## config.mk

```make
export PLATFORM = sky130hd
export DESIGN_NAME = punc_control
export DESIGN_NICKNAME = d
export VERILOG_FILES = /design/src/rtl/punc_control.sv
export SDC_FILE = /design/constraint.sdc
export NUM_CORES = 1
export LEC_CHECK = 0
export CORE_ASPECT_RATIO = 1.4
export CORE_UTILIZATION = 38
export DETAILED_ROUTE_END_ITERATION = 8
export PLACE_DENSITY = 0.83
export SLEW_MARGIN = 20
export SYNTH_ARGS = -nofsm -noshare
export SYNTH_HDL_FRONTEND = slang
export SYNTH_SLANG_ARGS = --single-unit
```

## constraint.sdc

```tcl
create_clock -name clk -period 1.35 [get_ports clk]
set_input_delay 0.135 -clock clk [delete_from_list [all_inputs] [get_ports clk]]
set_output_delay 0.135 -clock clk [all_outputs]
set_load 0.005 [all_outputs]
```

## src/rtl/punc_control.sv

```systemverilog
`default_nettype none
// ============================================================================
// Module   : punc_control
// Purpose  : Multi-cycle control FSM for the PUnC LC3 processor. Sequences
//            INIT -> FETCH -> DECODE -> EXECUTE [-> EXECUTE2] per instruction
//            and parks in HALT on opcode 1111.
// Ports    : clk, rst             clock / synchronous active-high reset
//            ir, nzp_match        instruction word and branch flag from datapath
//            pc_*, ir_*, dmem_*,  datapath load / clear / strobe / mux selects
//            rf_*, temp_ld, nzp_*,
//            alu_*
//            halted               high while parked in HALT
//            retire_count         number of completed instructions (wraps)
// Revision : 1.0 - initial release
// ============================================================================
module punc_control (
    input  logic        clk,
    input  logic        rst,
    input  logic [15:0] ir,
    input  logic        nzp_match,
    output logic        pc_ld,
    output logic        pc_clr,
    output logic        pc_inc,
    output logic [1:0]  pc_sel,
    output logic        ir_ld,
    output logic        ir_clr,
    output logic        dmem_wr,
    output logic [1:0]  dmem_r_addr_sel,
    output logic [1:0]  dmem_w_addr_sel,
    output logic        rf_w_wr,
    output logic        rf_w_addr_sel,
    output logic [1:0]  rf_w_data_sel,
    output logic        rf_rp_addr_sel,
    output logic        temp_ld,
    output logic        nzp_ld,
    output logic        nzp_clr,
    output logic [1:0]  alu_sel,
    output logic        alu_in_a_sel,
    output logic        halted,
    output logic [15:0] retire_count
);

    typedef enum logic [2:0] {
        S_INIT   = 3'd0,
        S_FETCH  = 3'd1,
        S_DECODE = 3'd2,
        S_EXEC   = 3'd3,
        S_EXEC2  = 3'd4,
        S_HALT   = 3'd5
    } state_t;

    localparam logic [3:0] c_OP_BR   = 4'b0000;
    localparam logic [3:0] c_OP_ADD  = 4'b0001;
    localparam logic [3:0] c_OP_LD   = 4'b0010;
    localparam logic [3:0] c_OP_ST   = 4'b0011;
    localparam logic [3:0] c_OP_JSR  = 4'b0100;
    localparam logic [3:0] c_OP_AND  = 4'b0101;
    localparam logic [3:0] c_OP_LDR  = 4'b0110;
    localparam logic [3:0] c_OP_STR  = 4'b0111;
    localparam logic [3:0] c_OP_NOT  = 4'b1001;
    localparam logic [3:0] c_OP_LDI  = 4'b1010;
    localparam logic [3:0] c_OP_STI  = 4'b1011;
    localparam logic [3:0] c_OP_JMP  = 4'b1100;
    localparam logic [3:0] c_OP_LEA  = 4'b1110;
    localparam logic [3:0] c_OP_HALT = 4'b1111;

    state_t      r_state;
    state_t      w_next;
    logic [15:0] r_retire;
    logic [3:0]  w_opcode;
    logic        w_indirect;
    logic        w_retire;
    logic        w_unused;

    assign w_opcode   = ir[15:12];
    assign w_indirect = (w_opcode == c_OP_LDI) || (w_opcode == c_OP_STI);
    // Operand fields are consumed by the datapath, not by the controller.
    assign w_unused   = ^{ir[10:6], ir[4:0]};

    // An instruction completes on the edge leaving its last execute cycle.
    assign w_retire   = !rst && (((r_state == S_EXEC) && !w_indirect) ||
                                 (r_state == S_EXEC2));

    assign retire_count = rst ? 16'd0 : r_retire;

    always_ff @(posedge clk) begin
        if (rst) begin
            r_state  <= S_INIT;
            r_retire <= 16'd0;
        end else begin
            r_state <= w_next;
            if (w_retire) begin
                r_retire <= r_retire + 16'd1;
            end
        end
    end

    always_comb begin
        w_next          = r_state;
        pc_ld           = 1'b0;
        pc_clr          = 1'b0;
        pc_inc          = 1'b0;
        pc_sel          = 2'b00;
        ir_ld           = 1'b0;
        ir_clr          = 1'b0;
        dmem_wr         = 1'b0;
        dmem_r_addr_sel = 2'b00;
        dmem_w_addr_sel = 2'b00;
        rf_w_wr         = 1'b0;
        rf_w_addr_sel   = 1'b0;
        rf_w_data_sel   = 2'b00;
        rf_rp_addr_sel  = 1'b0;
        temp_ld         = 1'b0;
        nzp_ld          = 1'b0;
        nzp_clr         = 1'b0;
        alu_sel         = 2'b00;
        alu_in_a_sel    = 1'b0;
        halted          = 1'b0;

        case (r_state)
            S_INIT: begin
                pc_clr  = 1'b1;
                ir_clr  = 1'b1;
                nzp_clr = 1'b1;
                w_next  = S_FETCH;
            end
            S_FETCH: begin
                dmem_r_addr_sel = 2'b00;
                ir_ld           = 1'b1;
                pc_inc          = 1'b1;
                w_next          = S_DECODE;
            end
            S_DECODE: begin
                w_next = (w_opcode == c_OP_HALT) ? S_HALT : S_EXEC;
            end
            S_EXEC: begin
                w_next = S_FETCH;
                case (w_opcode)
                    c_OP_ADD, c_OP_AND: begin
                        rf_rp_addr_sel = 1'b1;
                        alu_in_a_sel   = ir[5];
                        alu_sel        = (w_opcode == c_OP_ADD) ? 2'b01 : 2'b10;
                        rf_w_data_sel  = 2'b00;
                        rf_w_addr_sel  = 1'b1;
                        rf_w_wr        = 1'b1;
                        nzp_ld         = 1'b1;
                    end
                    c_OP_NOT: begin
                        alu_sel       = 2'b11;
                        rf_w_data_sel = 2'b00;
                        rf_w_addr_sel = 1'b1;
                        rf_w_wr       = 1'b1;
                        nzp_ld        = 1'b1;
                    end
                    c_OP_BR: begin
                        if (nzp_match) begin
                            pc_ld  = 1'b1;
                            pc_sel = 2'b00;
                        end
                    end
                    c_OP_JMP: begin
                        pc_ld  = 1'b1;
                        pc_sel = 2'b10;
                    end
                    c_OP_JSR: begin
                        // Link and jump share one edge; the datapath reads the
                        // old R7 so JSRR R7 targets the pre-link value.
                        rf_w_addr_sel = 1'b0;
                        rf_w_data_sel = 2'b11;
                        rf_w_wr       = 1'b1;
                        pc_ld         = 1'b1;
                        pc_sel        = ir[11] ? 2'b01 : 2'b10;
                    end
                    c_OP_LD, c_OP_LDR: begin
                        dmem_r_addr_sel = (w_opcode == c_OP_LD) ? 2'b01 : 2'b11;
                        rf_w_data_sel   = 2'b10;
                        rf_w_addr_sel   = 1'b1;
                        rf_w_wr         = 1'b1;
                        nzp_ld          = 1'b1;
                    end
                    c_OP_LEA: begin
                        rf_w_data_sel = 2'b01;
                        rf_w_addr_sel = 1'b1;
                        rf_w_wr       = 1'b1;
                        nzp_ld        = 1'b1;
                    end
                    c_OP_ST, c_OP_STR: begin
                        rf_rp_addr_sel  = 1'b0;
                        dmem_w_addr_sel = (w_opcode == c_OP_ST) ? 2'b00 : 2'b10;
                        dmem_wr         = 1'b1;
                    end
                    c_OP_LDI, c_OP_STI: begin
                        // First leg of indirection: fetch the pointer into Temp.
                        dmem_r_addr_sel = 2'b01;
                        temp_ld         = 1'b1;
                        w_next          = S_EXEC2;
                    end
                    default: begin
                        // Reserved opcode retires as a NOP.
                    end
                endcase
            end
            S_EXEC2: begin
                w_next = S_FETCH;
                if (w_opcode == c_OP_LDI) begin
                    dmem_r_addr_sel = 2'b10;
                    rf_w_data_sel   = 2'b10;
                    rf_w_addr_sel   = 1'b1;
                    rf_w_wr         = 1'b1;
                    nzp_ld          = 1'b1;
                end else begin
                    rf_rp_addr_sel  = 1'b0;
                    dmem_w_addr_sel = 2'b01;
                    dmem_wr         = 1'b1;
                end
            end
            S_HALT: begin
                halted = 1'b1;
            end
            default: begin
                w_next = S_INIT;
            end
        endcase

        // Reset suppresses every strobe in the same cycle, so an aborted
        // instruction can never write; only the clears stay asserted.
        if (rst) begin
            pc_ld           = 1'b0;
            pc_inc          = 1'b0;
            pc_sel          = 2'b00;
            ir_ld           = 1'b0;
            dmem_wr         = 1'b0;
            dmem_r_addr_sel = 2'b00;
            dmem_w_addr_sel = 2'b00;
            rf_w_wr         = 1'b0;
            rf_w_addr_sel   = 1'b0;
            rf_w_data_sel   = 2'b00;
            rf_rp_addr_sel  = 1'b0;
            temp_ld         = 1'b0;
            nzp_ld          = 1'b0;
            alu_sel         = 2'b00;
            alu_in_a_sel    = 1'b0;
            halted          = 1'b0;
            pc_clr          = 1'b1;
            ir_clr          = 1'b1;
            nzp_clr         = 1'b1;
        end
    end

endmodule
`default_nettype wire

```

After elaboration in Yosys (flattened, before gate mapping). Index checks and enable logic that the tools add are counted.

Add/sub/neg operators: 1. Equality and inequality tests: 18. Reduce and logical (&&, ||, !) cells: 16. Mux-type cells: 55.

Operator list (number): 1-bit two-way mux (27); 2-bit two-way mux (13); 4-bit == test (second input constant) (6); 2-bit one-hot mux with 2 select lines (6); 16-bit by 1-bit adder with 16-bit output (second input constant) (1); 4-bit by 3-bit == test with 1-bit output (second input constant) (4); 16-bit two-way mux (1); 3-bit one-hot mux with 5 select lines (1); 2-bit OR reduction (6); 4-bit by 2-bit == test with 1-bit output (second input constant) (2); 1-bit one-hot mux with 2 select lines (4); 7-bit OR reduction (1); 3-bit by 2-bit == test with 1-bit output (second input constant) (2); 3-bit == test (second input constant) (2); 3-bit two-way mux (2); 2-bit one-hot mux with 3 select lines (1); 6-bit OR reduction (1); 4-bit by 1-bit == test with 1-bit output (second input constant) (1); 4-bit zero test (1); 3-bit by 1-bit == test with 1-bit output (second input constant) (1); 3-bit zero test (1); 1-bit logical AND (2); 1-bit zero test (2); 1-bit logical OR (2).

Output and inout bits: 40. Bits of input ports: 19. Logic and storage cells: 92. Register bits: 19.

Longest topological paths before layout. Gate-level depths: netlist of the first run.

Word-level depth: 6. Gate-level depth with buffers: 6. Mapped depth without buffers: 4.

Least setup slack after synthesis of the first run. Ideal clock, no wire load.

Path kind: reg2out. From: register r_state[1]. To: output port rf_w_addr_sel. Arrival: 1461 ps. Slack: -246 ps. Data required time: 1215 ps. Path buffers: 2. Stages on the path, launching flop included: 6. Path through: dfxtp_1 -> clkbuf_1 -> nor4b_1 -> nand2_1 -> o22ai_1 -> buf_4.

Word-level cells in the longest chain between the ends: 3. Elaborated cells on any way between the ends: 4. Those cells by class: eq/ne (2); mux (2).

Ends and longest elaborated chain: start, declared (RTL line 67) `state_t r_state;`; start signal, assigned (RTL line 91) `r_state <= w_next;`; 3-bit == test or 3-bit by 2-bit == test with 1-bit output (tied branches); 1-bit one-hot mux with 2 select lines *; 1-bit two-way mux *; end, declared (RTL line 31) `output logic rf_w_addr_sel,`.

Every way passes the cells marked *; elsewhere a longest branch is shown, timed or not.

Worst setup path in the final report of the first run.
From: register r_state[2]. To: register r_retire[12].

Word-level cells in the longest chain between the ends: 4. Elaborated cells on any way between the ends: 5. Those cells by class: eq/ne (2); reduce/logical (3).

Ends and longest elaborated chain: 3-bit by 2-bit == test with 1-bit output (RTL line 81) `assign w_retire = !rst && (((r_state == S_EXEC) && !w_indirect) ||`; 1-bit logical AND (RTL line 81); 1-bit logical OR * (RTL line 81); 1-bit logical AND * (RTL line 81); end signal, assigned (RTL line 93) `r_retire <= r_retire + 16'd1;`; end, declared (RTL line 69) `logic [15:0] r_retire;`.

Marks and branches as above. A chain may end at the register's enable or synchronous reset.

==> results.toml, run 1 <==
[status]
status = "finished, violations left"
violations = "negative setup slack"

[floorplan]
placementRows = 25
die_area_um2 = 3904
core_um2 = 3441
ios = 59
die_h_um = 73.53
start_util_pct = 40.36
die_w_um = 53.10

[critical_path]
cp_max_fo = 8
crit_chain = "buf_6 -> buf_6 -> nor2b_4 -> a31oi_4 -> buf_12 -> nor4b_4 -> mux2_4"
path_buf_inv = 3
crit_top_cell = "buf_6"
critical-path-max-stage-delay_ns = 0.35
r2r_cells = 7
r2r-end = "r_retire[12]"
criticalPathCategory = "register to register"
reg2reg_slack_ns = -0.43
critPathSlowestCell = "dfxtp_2"
worst_setup_path_start_kind = "register"
r2r_start = "r_state[2]"
cp.required_ns = 1.52
cp.depth = 7
arrival_ns = 1.95
worstSetupEndpointType = "register"
path_delay_family = "simple AND/OR/NAND/NOR gates"

[global_routing]
grt_antenna_before_repair = 0
met2_usage_pct = 59.63
grt_pass1_vias = 1839
use_met1_pct = 27.19
overflow = 0
top_usage_layer = "met2"
use_met3_pct = 4.348
grt_max_degree = 20
grt_pass1_wl_um = 8473
grt_use_total_pct = 30.21

[sta]
fin_crit_ns = 1.778
fin_ws_ns = -0.4279
fmax_ghz = 0.5625
finalCritPeriodShare_pct = 131.7
report.final.hold_viol_count = 0
slew_viol_final = 0
fin_worst_skew_ns = 0.005715
timing.hold.ws_ns = 0.5771
tightest_slew_ns = 0.4007
setup_violations = 42
setup_tns_ns = -11.91
maxSlewHeadroom_pct = 73.28
rsz0062_at_grt = "yes"

[clock_network]
tritoncts = "done"
cts_buffer_depth = 2
clock_latency_ns = 0.27
root_buffer = "clkbuf_8"
cts_sinks = 19
cts_made_buffers = 3
htreeDepth = 1
ctsHoldBuffers = 0
clk_pin_slew_ns = 0.08

[drt]
routed_wl_um = 6465
vias = 1833
drc_errors = 0
avgViaCountPerCell = 5.838
wire_per_inst_um = 20.59
drt_iter0_drc = 89
ant_nets = 0
firstDrtPassIters = 4

[cells_and_area]
area_growth_pct = 108.1
finalInstanceArea_um2 = 2890
fin_util_pct = 84.00
nNetsFinal = 295
instances_no_fill = 314
drive_gt1_share_pct = 62.41
antenna-diode-count = 0

[place]
preCtsSetupSlack_ns = -0.7735
placed_area_um2 = 2133
gp_congestion = 0.8196
numPortBuffers = 48
hpwl_um = 2703
dp.cells = 283

[yosys]
synthArstFlopShare_pct = 0
synth_edf_count = 0
yosysSeqAreaShare_pct = 27.39
ys.flop_type = "dfxtp_1"
syn_area_per_cell_um2 = 7.847
netlist_area_um2 = 1389
yosys_warnings = 0
synth_cell_types = 39
ys_ff_latch = 19
syn_inst = 177
syn_nets = 197

[power_and_ir_drop]
total_power_mw = 1.468
p_per_area_nw_per_um2 = 507.9
max-vdd-ir-drop_v = 0.0004319
cellLeakagePower_nw = 1.407

[min_path]
worstHoldStart = "r_retire[15]"
hold_path_end = "r_retire[15]"
hp-class = "register to register"
hold_path_depth = 2

[flow_run]
drv_cap = 0
[per-layer routing]
metal / share of wire (%) / vias up
met5: 0 / -
met4: 5.4 / 0
met3: 5.0 / 35
met2: 56 / 104
met1: 33 / 881
li1: - / 813
[power breakdown]
part	switching (mW)	internal (mW)	total (mW)	leakage (nW)
clock network	0.217	0.211	0.429	0.0228
registers	0.00864	0.570	0.579	0.156
logic	0.234	0.226	0.461	1.23
total	0.460	1.01	1.47	1.41
[synthesized netlist by cell type, types with 4 or more instances]
cell type / n / area share, %
nor2_1: 20 / 5.4
nor2b_1: 20 / 9.0
dfxtp_1: 19 / 27
nand2_1: 15 / 4.1
nor3_1: 11 / 4.0
a21oi_1: 10 / 3.6
mux2_2: 7 / 5.7
nand2b_1: 6 / 2.7
buf_4: 5 / 2.7
clkbuf_1: 5 / 1.4
mux2_1: 5 / 4.1
o21ai_0: 4 / 1.4
[registers in the layout (all words and copies together), names as in the netlist]
name      cells
r_retire     16
r_state       3
[cells in the final DEF, fill, tap and decap left out, types with 9 or more instances in the layout]
| cell | netlist | routed |
|---|---|---|
| buf_4 | 5 | 31 |
| buf_6 | 1 | 30 |
| dlygate4sd2_1 | 0 | 20 |
| buf_2 | 2 | 18 |
| nor2_1 | 20 | 16 |
| dfxtp_1 | 19 | 14 |
| mux2_4 | 0 | 12 |
| nor3_4 | 0 | 10 |
| nor2b_2 | 0 | 9 |
| nand2_1 | 15 | 9 |
[how the worst max path moves through the flow]
stage	from	endpoint	slack, ns
global route	r_state[2]	r_retire[12]	-0.53
CTS	r_state[2]	pc_sel[0]	-0.39
floorplan	r_state[2]	pc_sel[0]	-0.12
finish	r_state[2]	r_retire[12]	-0.43
global placement	rst	pc_sel[0]	-0.75
detailed placement	rst	pc_sel[0]	-0.77
[cell families after synthesis]
kind of cell               synth area share [%]
AOI/OAI and AO/OA                         10.27
xor gates and xnor gates                  1.261
adders and majority gates                0.9008
buffers and inverters                     6.667
DFF                                       27.39
muxes                                     11.17
and+or+nand+nor                           42.34
[timing repair]
action                                  4_1_cts  5_1_grt
endpoints found under the setup margin       56       44
pin swaps                                    21       13
gates cloned                                  2        0
setup buffers                                20        7
gates resized for setup                     214       38
[area by class of cell]
type	count	area, µm²
multi-input combinational	141	1409
timing repair buffer	109	996.0
fill	181	550.5
sequential	19	386.6
tap	40	50.05
clock buffer	4	45.04
inverter	1	3.754
[worst min-delay path: stages, from the launching register on]
cell and delay, ns:
dfxtp_1 0.31, nor2_1 0.10, mux2_4 0.14
Note: power is estimated with default switching activity, not from simulation.
==> inputs of run 2 (changes only) <==
Clock period 1.35 ns to 1.5 ns, I/O delays scaled along.
==> results.toml, run 2 (synthesis gave the netlist of run 1 again) <==
[place]
preCtsSetupSlack_ns = -0.6590
hpwl_um = 2754
gp_congestion = 0.8227
numPortBuffers = 48

[sta]
fin_crit_ns = 1.794
finalCritPeriodShare_pct = 119.6
rsz0062_at_grt = "yes"
fmax_ghz = 0.5574
setup_violations = 30
report.final.hold_viol_count = 0
fin_worst_skew_ns = 0.005244
slew_viol_final = 0
setup_tns_ns = -4.411
tightest_slew_ns = 0.3827
maxSlewHeadroom_pct = 74.48
fin_ws_ns = -0.2940

[power_and_ir_drop]
max-vdd-ir-drop_v = 0.0004928
cellLeakagePower_nw = 1.343
total_power_mw = 1.216
p_per_area_nw_per_um2 = 464.8

[drt]
drt_iter0_drc = 28
drc_errors = 0
avgViaCountPerCell = 5.454
routed_wl_um = 5138
wire_per_inst_um = 16.79
vias = 1669
firstDrtPassIters = 4
ant_nets = 0

[critical_path]
cp.required_ns = 1.35
r2r_cells = 7
worstSetupEndpointType = "output port"
worst_setup_path_start_kind = "register"
path_delay_family = "simple AND/OR/NAND/NOR gates"
cp.depth = 5
arrival_ns = 1.64
cp_max_fo = 2
critPathSlowestCell = "or3_4"
criticalPathCategory = "register to output port"
worstSetupStartpoint = "r_state[2]"
path_buf_inv = 1
crit_chain = "and4bb_2 -> nand2_2 -> or3_4 -> nor3b_2 -> buf_2"
r2r_start = "r_state[2]"
critical-path-max-stage-delay_ns = 0.36

[floorplan]
start_util_pct = 40.36
die_area_um2 = 3904
core_um2 = 3441
ios = 59
die_h_um = 73.53
die_w_um = 53.10
placementRows = 25

[cells_and_area]
layout_common_cells = "buf_4 (35), nor2_1 (17), buf_2 (17), buf_6 (17), dlymetal6s2s_1 (13)"
reg_top3 = "r_retire (16), r_state (3)"
nFillCells = 226
layout_commonest_cell = "buf_4"
nNetsFinal = 287
largest_register = "r_retire"
fin_util_pct = 76.04
antenna-diode-count = 0
largest_reg_flops = 16
area_growth_pct = 88.38
drive_gt1_share_pct = 57.14

[clock_network]
cts_made_buffers = 3
clock_latency_ns = 0.26
tritoncts = "done"
clk_pin_slew_ns = 0.07
root_buffer = "clkbuf_8"
cts_sinks = 19
htreeDepth = 1
cts_buffer_depth = 2

[global_routing]
met2_usage_pct = 48.52
overflow = 0
grt_max_degree = 28
top_usage_layer = "met2"
grt_use_total_pct = 25.43
grt_pass1_wl_um = 7341
use_met1_pct = 27.09
use_met3_pct = 2.277
grt_antenna_before_repair = 0
grt_pass1_vias = 1582

[flow_run]
drv_cap = 0

[min_path]
worstHoldStart = "rst"
hp-class = "primary input to register"
hold_path_depth = 4

[status]
violations = "negative setup slack"
status = "finished, violations left"
-- run 2: cell count changes in the layout (fill, tap and decap cells not counted), sizes merged --
cell and delta:
clkbuf +3, a31oi +1, dlygate4sd2 -11, bufbuf -1, buf -12, dlymetal6s2s +12
-- run 2: worst paths after layout --
path	slack, ns	endpoint
worst min-delay path	0.51	r_state[0]
worst max-delay path	-0.29	pc_sel[0]
worst min register to register	0.55	r_state[1]
worst max register to register	-0.22	r_retire[8]
-- run 2: timing repair --
item	4_1_cts	5_1_grt
resized for setup	150	66
pin swaps	14	19
hold buffers	0	0
setup buffers	13	6
gates cloned	1	0
setup endpoints to repair	56	48
-- run 2: layer usage --
| metal | routed length (µm) | vias to the layer above |
|---|---|---|
| met1 | 1905 | 787 |
| met5 | 0 | - |
| li1 | - | 801 |
| met4 | 161 | 0 |
| met3 | 187 | 13 |
| met2 | 2883 | 68 |
-- run 2: cell type report --
cell class              count  area [µm²]  area share, %
flip-flops and latches     19       397.9          15.21
repair buffers            100       865.8          33.09
clock buffers               4       45.04          1.722
multi-input cells         142        1254          47.92
inverters                   1       3.754         0.1435
well taps                  40       50.05          1.913
-- run 2: report_power, final --
| group | total [mW] | internal (mW) | switching [mW] |
|---|---|---|---|
| registers | 0.523 | 0.512 | 0.0103 |
| logic | 0.322 | 0.158 | 0.165 |
| clock network | 0.371 | 0.189 | 0.182 |
| total | 1.22 | 0.859 | 0.357 |
-- run 2: worst min-delay path, delay by kind of cell --
family / cells / cell delay, ns
AO/OA/AOI/OAI: 1 / 0.06
buffers and inverters: 3 / 0.52
-- run 2: through the flow --
step                hold WS (ns)  instance area (µm²)  cells
floorplan                 0.3555                 1399    177
global placement          0.5168                 2092    283
detailed placement        0.5358                 2092    283
CTS                       0.4747                 2400    301
global route              0.5372                 2616    306
finish                    0.5101                 2616    306
